==> config.mk <==
export PLATFORM = sky130hd
export DESIGN_NAME = mvm_uart_ctrl
export DESIGN_NICKNAME = d
export VERILOG_FILES = /design/src/rtl/mvm_uart_ctrl.sv
export SDC_FILE = /design/constraint.sdc
export NUM_CORES = 1
export LEC_CHECK = 0
export BUFFER_PORTS_ARGS = -buffer_cell sky130_fd_sc_hd__buf_2
export CORE_AREA = 2 2 104 66
export DETAILED_ROUTE_END_ITERATION = 8
export DIE_AREA = 0 0 106 68
export GPL_ROUTABILITY_DRIVEN = 0
export SLEW_MARGIN = 0
export SYNTH_ARGS = -nofsm -noshare
export SYNTH_HDL_FRONTEND = slang
export SYNTH_SLANG_ARGS = --single-unit
==> constraint.sdc <==
create_clock -name clk -period 3.95 [get_ports clk]
set_clock_uncertainty 0.2 [all_clocks]
set_input_delay 0.5925 -clock clk [delete_from_list [all_inputs] [get_ports clk]]
set_output_delay 0.5925 -clock clk [all_outputs]
set_load 0.02 [all_outputs]
==> src/rtl/mvm_uart_ctrl.sv <==
// UART-framed operand loader / result sender around a matrix-vector datapath; frame ends -> mvm_valid next cycle.
// Optional idle-gap frame timeout under MVM_CTRL_TIMEOUT_EN; start and result bytes wait on mvm_ready / tx_ready.
module mvm_uart_ctrl #(
    parameter int R              = 2,
    parameter int C              = 2,
    parameter int W_K            = 4,
    parameter int W_X            = 4,
    parameter int W_Y_OUT        = 8,
    parameter int TIMEOUT_CYCLES = 1000
) (
    input  logic                   clk,
    input  logic                   rstn,
    input  logic [7:0]             rx_data,
    input  logic                   rx_valid,
    output logic [R*C*W_K-1:0]     k_out,
    output logic [C*W_X-1:0]       x_out,
    output logic                   mvm_valid,
    input  logic                   mvm_ready,
    input  logic [R*W_Y_OUT-1:0]   y_in,
    input  logic                   y_valid,
    output logic [7:0]             tx_data,
    output logic                   tx_valid,
    input  logic                   tx_ready,
    output logic                   busy,
    output logic                   err_timeout
);

    localparam int NB = R*C + C;
    localparam int NW = $clog2(NB + 1);
    localparam int IW = (R > 1) ? $clog2(R) : 1;

    typedef enum logic [1:0] {S_RECV, S_START, S_WAIT, S_SEND} state_t;

    state_t                 r_state;
    state_t                 w_state_nxt;
    logic [NW-1:0]          r_n;
    logic [R*C*W_K-1:0]     r_k;
    logic [C*W_X-1:0]       r_x;
    logic [R*W_Y_OUT-1:0]   r_y;
    logic [IW-1:0]          r_idx;
    logic [W_Y_OUT-1:0]     w_y_elem;
    logic                   w_rx_acc;
    logic                   w_last_byte;
    logic                   w_tx_done;
    logic                   w_last_tx;
    logic                   w_timeout;
    logic                   w_rx_unused;

    // Only the low W_K/W_X bits of each byte carry payload.
    assign w_rx_unused = ^rx_data;

    assign w_rx_acc    = (r_state == S_RECV) && rx_valid;
    assign w_last_byte = w_rx_acc && (r_n == NW'(NB - 1));
    assign w_tx_done   = (r_state == S_SEND) && tx_ready;
    assign w_last_tx   = w_tx_done && (r_idx == IW'(R - 1));

    always_ff @(posedge clk) begin
        if (!rstn) begin
            r_state <= S_RECV;
        end else begin
            r_state <= w_state_nxt;
        end
    end

    always_comb begin
        w_state_nxt = r_state;
        case (r_state)
            S_RECV:  if (w_last_byte) w_state_nxt = S_START;
            S_START: if (mvm_ready)   w_state_nxt = S_WAIT;
            S_WAIT:  if (y_valid)     w_state_nxt = S_SEND;
            S_SEND:  if (w_last_tx)   w_state_nxt = S_RECV;
            default:                  w_state_nxt = S_RECV;
        endcase
    end

    always_ff @(posedge clk) begin
        if (!rstn) begin
            r_n   <= '0;
            r_k   <= '0;
            r_x   <= '0;
            r_y   <= '0;
            r_idx <= '0;
        end else begin
            if (w_rx_acc) begin
                for (int i = 0; i < R*C; i++) begin
                    if (r_n == NW'(i)) r_k[i*W_K +: W_K] <= rx_data[W_K-1:0];
                end
                for (int c = 0; c < C; c++) begin
                    if (r_n == NW'(R*C + c)) r_x[c*W_X +: W_X] <= rx_data[W_X-1:0];
                end
                r_n <= w_last_byte ? '0 : r_n + 1'b1;
            end else if (w_timeout) begin
                r_n <= '0;
            end

            if ((r_state == S_WAIT) && y_valid) begin
                r_y   <= y_in;
                r_idx <= '0;
            end else if (w_tx_done) begin
                r_idx <= w_last_tx ? '0 : r_idx + 1'b1;
            end
        end
    end

    always_comb begin
        w_y_elem = '0;
        for (int i = 0; i < R; i++) begin
            if (r_idx == IW'(i)) w_y_elem = r_y[i*W_Y_OUT +: W_Y_OUT];
        end
    end

`ifdef MVM_CTRL_TIMEOUT_EN
    localparam int TW = $clog2(TIMEOUT_CYCLES + 1);

    logic [TW-1:0] r_to_cnt;
    logic          r_err;

    // Fires on the idle cycle that would bring the gap count to TIMEOUT_CYCLES.
    assign w_timeout = (r_state == S_RECV) && !rx_valid && (r_n != '0)
                       && (r_to_cnt == TW'(TIMEOUT_CYCLES - 1));

    always_ff @(posedge clk) begin
        if (!rstn) begin
            r_to_cnt <= '0;
            r_err    <= 1'b0;
        end else begin
            r_err <= w_timeout;
            if (rx_valid || w_timeout || (r_state != S_RECV) || (r_n == '0)) begin
                r_to_cnt <= '0;
            end else begin
                r_to_cnt <= r_to_cnt + 1'b1;
            end
        end
    end

    assign err_timeout = r_err;
`else
    logic w_cfg_unused;

    assign w_cfg_unused = (TIMEOUT_CYCLES > 0);
    assign w_timeout    = 1'b0;
    assign err_timeout  = 1'b0;
`endif

    assign k_out     = r_k;
    assign x_out     = r_x;
    assign mvm_valid = (r_state == S_START);
    assign tx_valid  = (r_state == S_SEND);
    assign tx_data   = (r_state == S_SEND) ? 8'(w_y_elem) : 8'h00;
    assign busy      = (r_state != S_RECV);

endmodule

After elaboration in Yosys (flattened, before gate mapping)
Cells that the tools add are included.
- add/sub/neg operators: 2
- multipliers: 0
- divide/modulo/power cells: 0
- magnitude comparators: 0
- equality and inequality tests: 12
- shift operators: 0
- mux-type cells: 9
- bitwise gates (word level): 1
- reduce and logical (&&, ||, !) cells: 16
- operators by type and width (cell ; count):
    two-way mux 8 bit ; 2
    AND reduction 2 bit ; 6
    two-way mux 2 bit ; 4
    case mux 2 bit (4 select lines) ; 1
    equality test 3 x 2 -> 1 bit (second input constant) ; 2
    equality test 3 bit (second input constant) ; 2
    logical AND 1 bit ; 5
    equality test 2 bit (second input constant) ; 2
    inequality test 2 x 1 -> 1 bit (second input constant) ; 2
    inequality test 2 bit (second input constant) ; 2
    AND reduction 4 bit ; 1
    adder 3 x 1 -> 3 bit (second input constant) ; 1
    equality test 3 x 1 -> 1 bit (second input constant) ; 1
    zero test 3 bit ; 1
    two-way mux 3 bit ; 1
    equality test 2 x 1 -> 1 bit (second input constant) ; 1
    zero test 2 bit ; 1
    nonzero test 2 bit ; 1
    OR reduction 2 bit ; 1
    adder 1 bit (second input constant) ; 1
    two-way mux 1 bit ; 1
    NOT 1 bit ; 1
- register bits after elaboration: 46
- bits in latches: 0
- bits in writable memories: 0
- ROM bits: 0
- word-level logic and storage cells: 50
- memories kept: 0

Longest topological paths before layout
- depth after elaboration: 5
- mapped depth: 7
- depth with buffers taken out: 5

Worst setup path before layout
OpenSTA, ideal clock, no wires.
- path type: flip-flop to output port
- start point: register r_state[0]
- end point: output port tx_data[0]
- arrival: 1.121 ns
- data required time: 3.157 ns
- slack: 2.037 ns
- stages on the path, launching flop included: 3
- path through: dfxtp_1 ha_1 nor2b_1
- longest elaborated chain between the ends: 2
- RTL lines (element ; line ; RTL):
    start, declared ; 34 ; state_t r_state;
    start signal, assigned ; 61 ; r_state <= w_state_nxt;
    equality test 2 bit ; -- ;
    via tx_valid ; 22 ; output logic tx_valid,
    two-way mux 8 bit ; 149 ; assign tx_data = (r_state == S_SEND) ? 8'(w_y_elem) : 8'h00;
    end, declared ; 21 ; output logic [7:0] tx_data,
The timed path passes the listed nets, and every way through them passes these cells.

Final worst setup path
- start point: register r_idx
- end point: output port tx_data[3]
- longest elaborated chain between the ends: 2
- RTL lines (element ; line ; RTL):
    start, declared ; 40 ; logic [IW-1:0] r_idx;
    start signal, assigned ; 100 ; r_idx <= w_last_tx ? '0 : r_idx + 1'b1;
    two-way mux 8 bit ; 108 ; if (r_idx == IW'(i)) w_y_elem = r_y[i*W_Y_OUT +: W_Y_OUT];
    two-way mux 8 bit ; 149 ;
No other way between the ends.

==> impl_results.md <==
* Detail Placement HPWL at 3.21 mm
* Die X at around 110 microns
* Post-Syn Instances at 219
* Drt via density at between 4 and 5
* # DRC at 0
* Normalized max-slew margin at approximately 56%
* Crit. End Element: primary output
* Vias at between 1500 and 2000
* Largest net degree at the start of global routing at 48
* Setup violators final at 0
* Max Freq at around 440 MHz
* Initial Util at between 30% and 40%
* Clock Tree Root: clkbuf_8
* Tcrit/Tclk final at between 50 and 60%
* Run status: finished, final reports clean
* CTS max path bufs at 2
* Seq. cell area at 921 sq um
* Fillers at 630
* Final min period at around 2300 ps
* Post-Synth XOR/XNOR Area at 0.409%
* Synth unique cells at 27
* Synth Area in Compound Gates at just under 9%
* Synthesized cell area at around 2100 sq um
* Post-DP Area at 2470 sq um
* Syn avg cell area at 9.78 sq um
* # Post-CTS Setup Buffers at 0
* Die Ht at just under 70 microns
* Pwr/cell area at about 380 nW/um^2
* Share of cells above drive strength 1 at 26.3%
* Final #Nets at between 300 and 400
* Hold Crit Class: reg -> reg
* Warnings, synthesis at 0
* Initial DRC count at 64
* CP Launch Type: register
* Crit path kind: reg -> out
* CP cell instances: mux2i_1 > nor2b_1 > buf_2
* Remaining antenna violation count after routing at 0
* PortBufs at 60
* Worst setup slack after layout at 1670 ps
* Core ar. at 6360 sq um
* TritonRoute pass-1 iters at 4
* Simple-gate portion of the synthesized area at ~22%
* CP Max Fanout at 10
* Syn-to-layout area delta at 22.1%
* Total GRT Usage at 12.6%
* GRT overflow at 0
* Power Total at a little under 0.001 W
* Via count of the first global-routing pass at ~1400
* CTS tree: done
* Final core utilization at approximately two fifths
* Worst path max stage delay at roughly 720 ps
* Sequential fraction of the synthesis area at approximately 43%
* Combinational family with the most area after synthesis: simple AND/OR/NAND/NOR gates
* Mux contribution to synthesized area at approximately 15%
* First-pass GRT wire length at just under 7 mm
* Clk pin slew, worst setup/hold paths at 90 ps
* Row count at 23
* Syn Nets at between 200 and 300
* CTS Sinks at between 40 and 50
* Final wirelength at between 4 and 5 mm
* Final Slew Violations at 0
* Leakage power at around 1.2 nW
* WP data required at approximately 3200 ps
* Htree depth at 2
* Ant diodes at 0
* Die ar. at roughly 7200 sq um
* Area of the multi-input gates at approximately 1100 sq um
* VDD IR max at ~0.14 mV
* Routed wire per std cell at between 10 and 15 microns
* Hold_buf cts at 0
* Worst-Skew Late Latency at ~290 ps
* Setup WS pre-CTS at around 2000 ps
* Worst path slowest cell: dfxtp_1
* RSZ-0062 raised after global routing: false
* Total of max-cap violations at 0
* Fin. Hold Viols at 0
* # IOs at 66
* WP data arrival at between 1000 and 1500 ps
* Initial antenna violation count at 0
* Worst slew pin tran at roughly 670 ps
* Final Cell Area at approximately 2600 sq um
* Synthesized-area fraction occupied by adder cells at between 5 and 6%
* FF+latch count, synth at 46
* Final setup TNS at 0 ps
* Cts bufs inserted at 5
* CTS-repair resized insts at 0
## through the flow
step                      hold WS (ps)  instances
after global placement             251        353
after floorplan                    235        219
after global routing               288        361
final                              269        361
after CTS                          272        361
after detailed placement           257        353
## critical path: cells and delay by family, from the launching register on
kind	cells	cell delay, ps
muxes	1	260
buffers and inverters	1	150
DFF	1	720
and+or+nand+nor	1	60
## cells by family (layout without fill, tap and decap cells)
group                    count (synthesis)  in the layout
flip-flops                              46             46
buffers and inverters                   19             74
multiplexers                            33             33
XOR/XNOR                                 1              1
adder cells (fa/ha/maj)                  9              9
other                                    1              1
AO/OA/AOI/OAI                           22             22
AND/OR/NAND/NOR                         88             88
## worst paths after layout
kind                      to        from  cells past startpoint  slack [ps]
setup reg to reg   k_out[11]  r_state[0]                      5        2000
setup / recovery  tx_data[3]       r_idx                      3        1670
hold reg to reg      r_y[14]     r_y[14]                      2         270
hold / removal       r_y[14]     r_y[14]                      2         270
## synthesized netlist by cell type
master,count,share of area (%)
and3_1,1,0.29
nand2_2,1,0.29
ha_1,9,5.3
conb_1,1,0.18
buf_6,2,1.1
and2_1,1,0.29
nand3_1,1,0.23
clkbuf_2,1,0.23
or3b_1,1,0.41
buf_2,2,0.47
nand2_1,40,7.0
mux2i_1,33,15
buf_4,3,1.1
or4_1,1,0.35
clkbuf_1,5,0.88
nand4b_1,3,1.2
nand3_4,1,0.82
a2111oi_4,1,1.3
nor2b_1,34,9.9
a21boi_1,2,0.70
a21boi_0,17,6.0
nand4_1,4,1.2
o211a_1,1,0.47
dfxtp_1,46,43
xnor2_1,1,0.41
inv_1,6,1.1
a21boi_2,1,0.53
## cell usage in the layout, fill, tap and decap left out, drive strengths merged, types with 2 or more instances in the layout
| cell | Yosys | final |
|---|---|---|
| mux2i | 33 | 33 |
| clkbuf | 6 | 6 |
| nand4b | 3 | 3 |
| ha | 9 | 9 |
| nand2 | 41 | 41 |
| nor2b | 34 | 34 |
| inv | 6 | 6 |
| nand4 | 4 | 4 |
| buf | 7 | 60 |
| nand3 | 2 | 2 |
| dfxtp | 46 | 46 |
| a21boi | 20 | 20 |
| bufinv | 0 | 2 |
## power breakdown
group          internal (W)  leakage, nW  total [W]  switching, W
clock              0.000270       0.0714   0.000431      0.000161
combinational     0.0000373        0.752  0.0000858     0.0000485
sequential         0.000472        0.372   0.000477    0.00000557
total              0.000779         1.19   0.000994      0.000215
## sequential cells by signal (all words and copies together), names as in the netlist
signal and flops:
r_n 3, r_y 16, r_state 2, x_out 8, k_out 16, r_idx 1
## metal layers
metal / part of all wire [%] / vias to the layer above / wire [microns] / global-route usage [%]
li1: - / 830 / - / -
met1: 54 / 719 / 2420 / 17.7
met2: 41 / 31 / 1850 / 18.2
met3: 4.2 / 4 / 189 / 3.71
met4: 1.0 / 0 / 45 / 4.44
met5: 0 / - / 0 / 0
## area by class of cell
cell class	count	area share [%]
Clock buffer	6	3.16
Inverter	6	0.862
Sequential cell	46	35.2
Timing Repair Buffer	60	11.5
Multi-Input combinational cell	154	42.8
Clock inverter	2	2.30
Tap cell	87	4.16
Note: power is estimated with default switching activity, not from simulation.
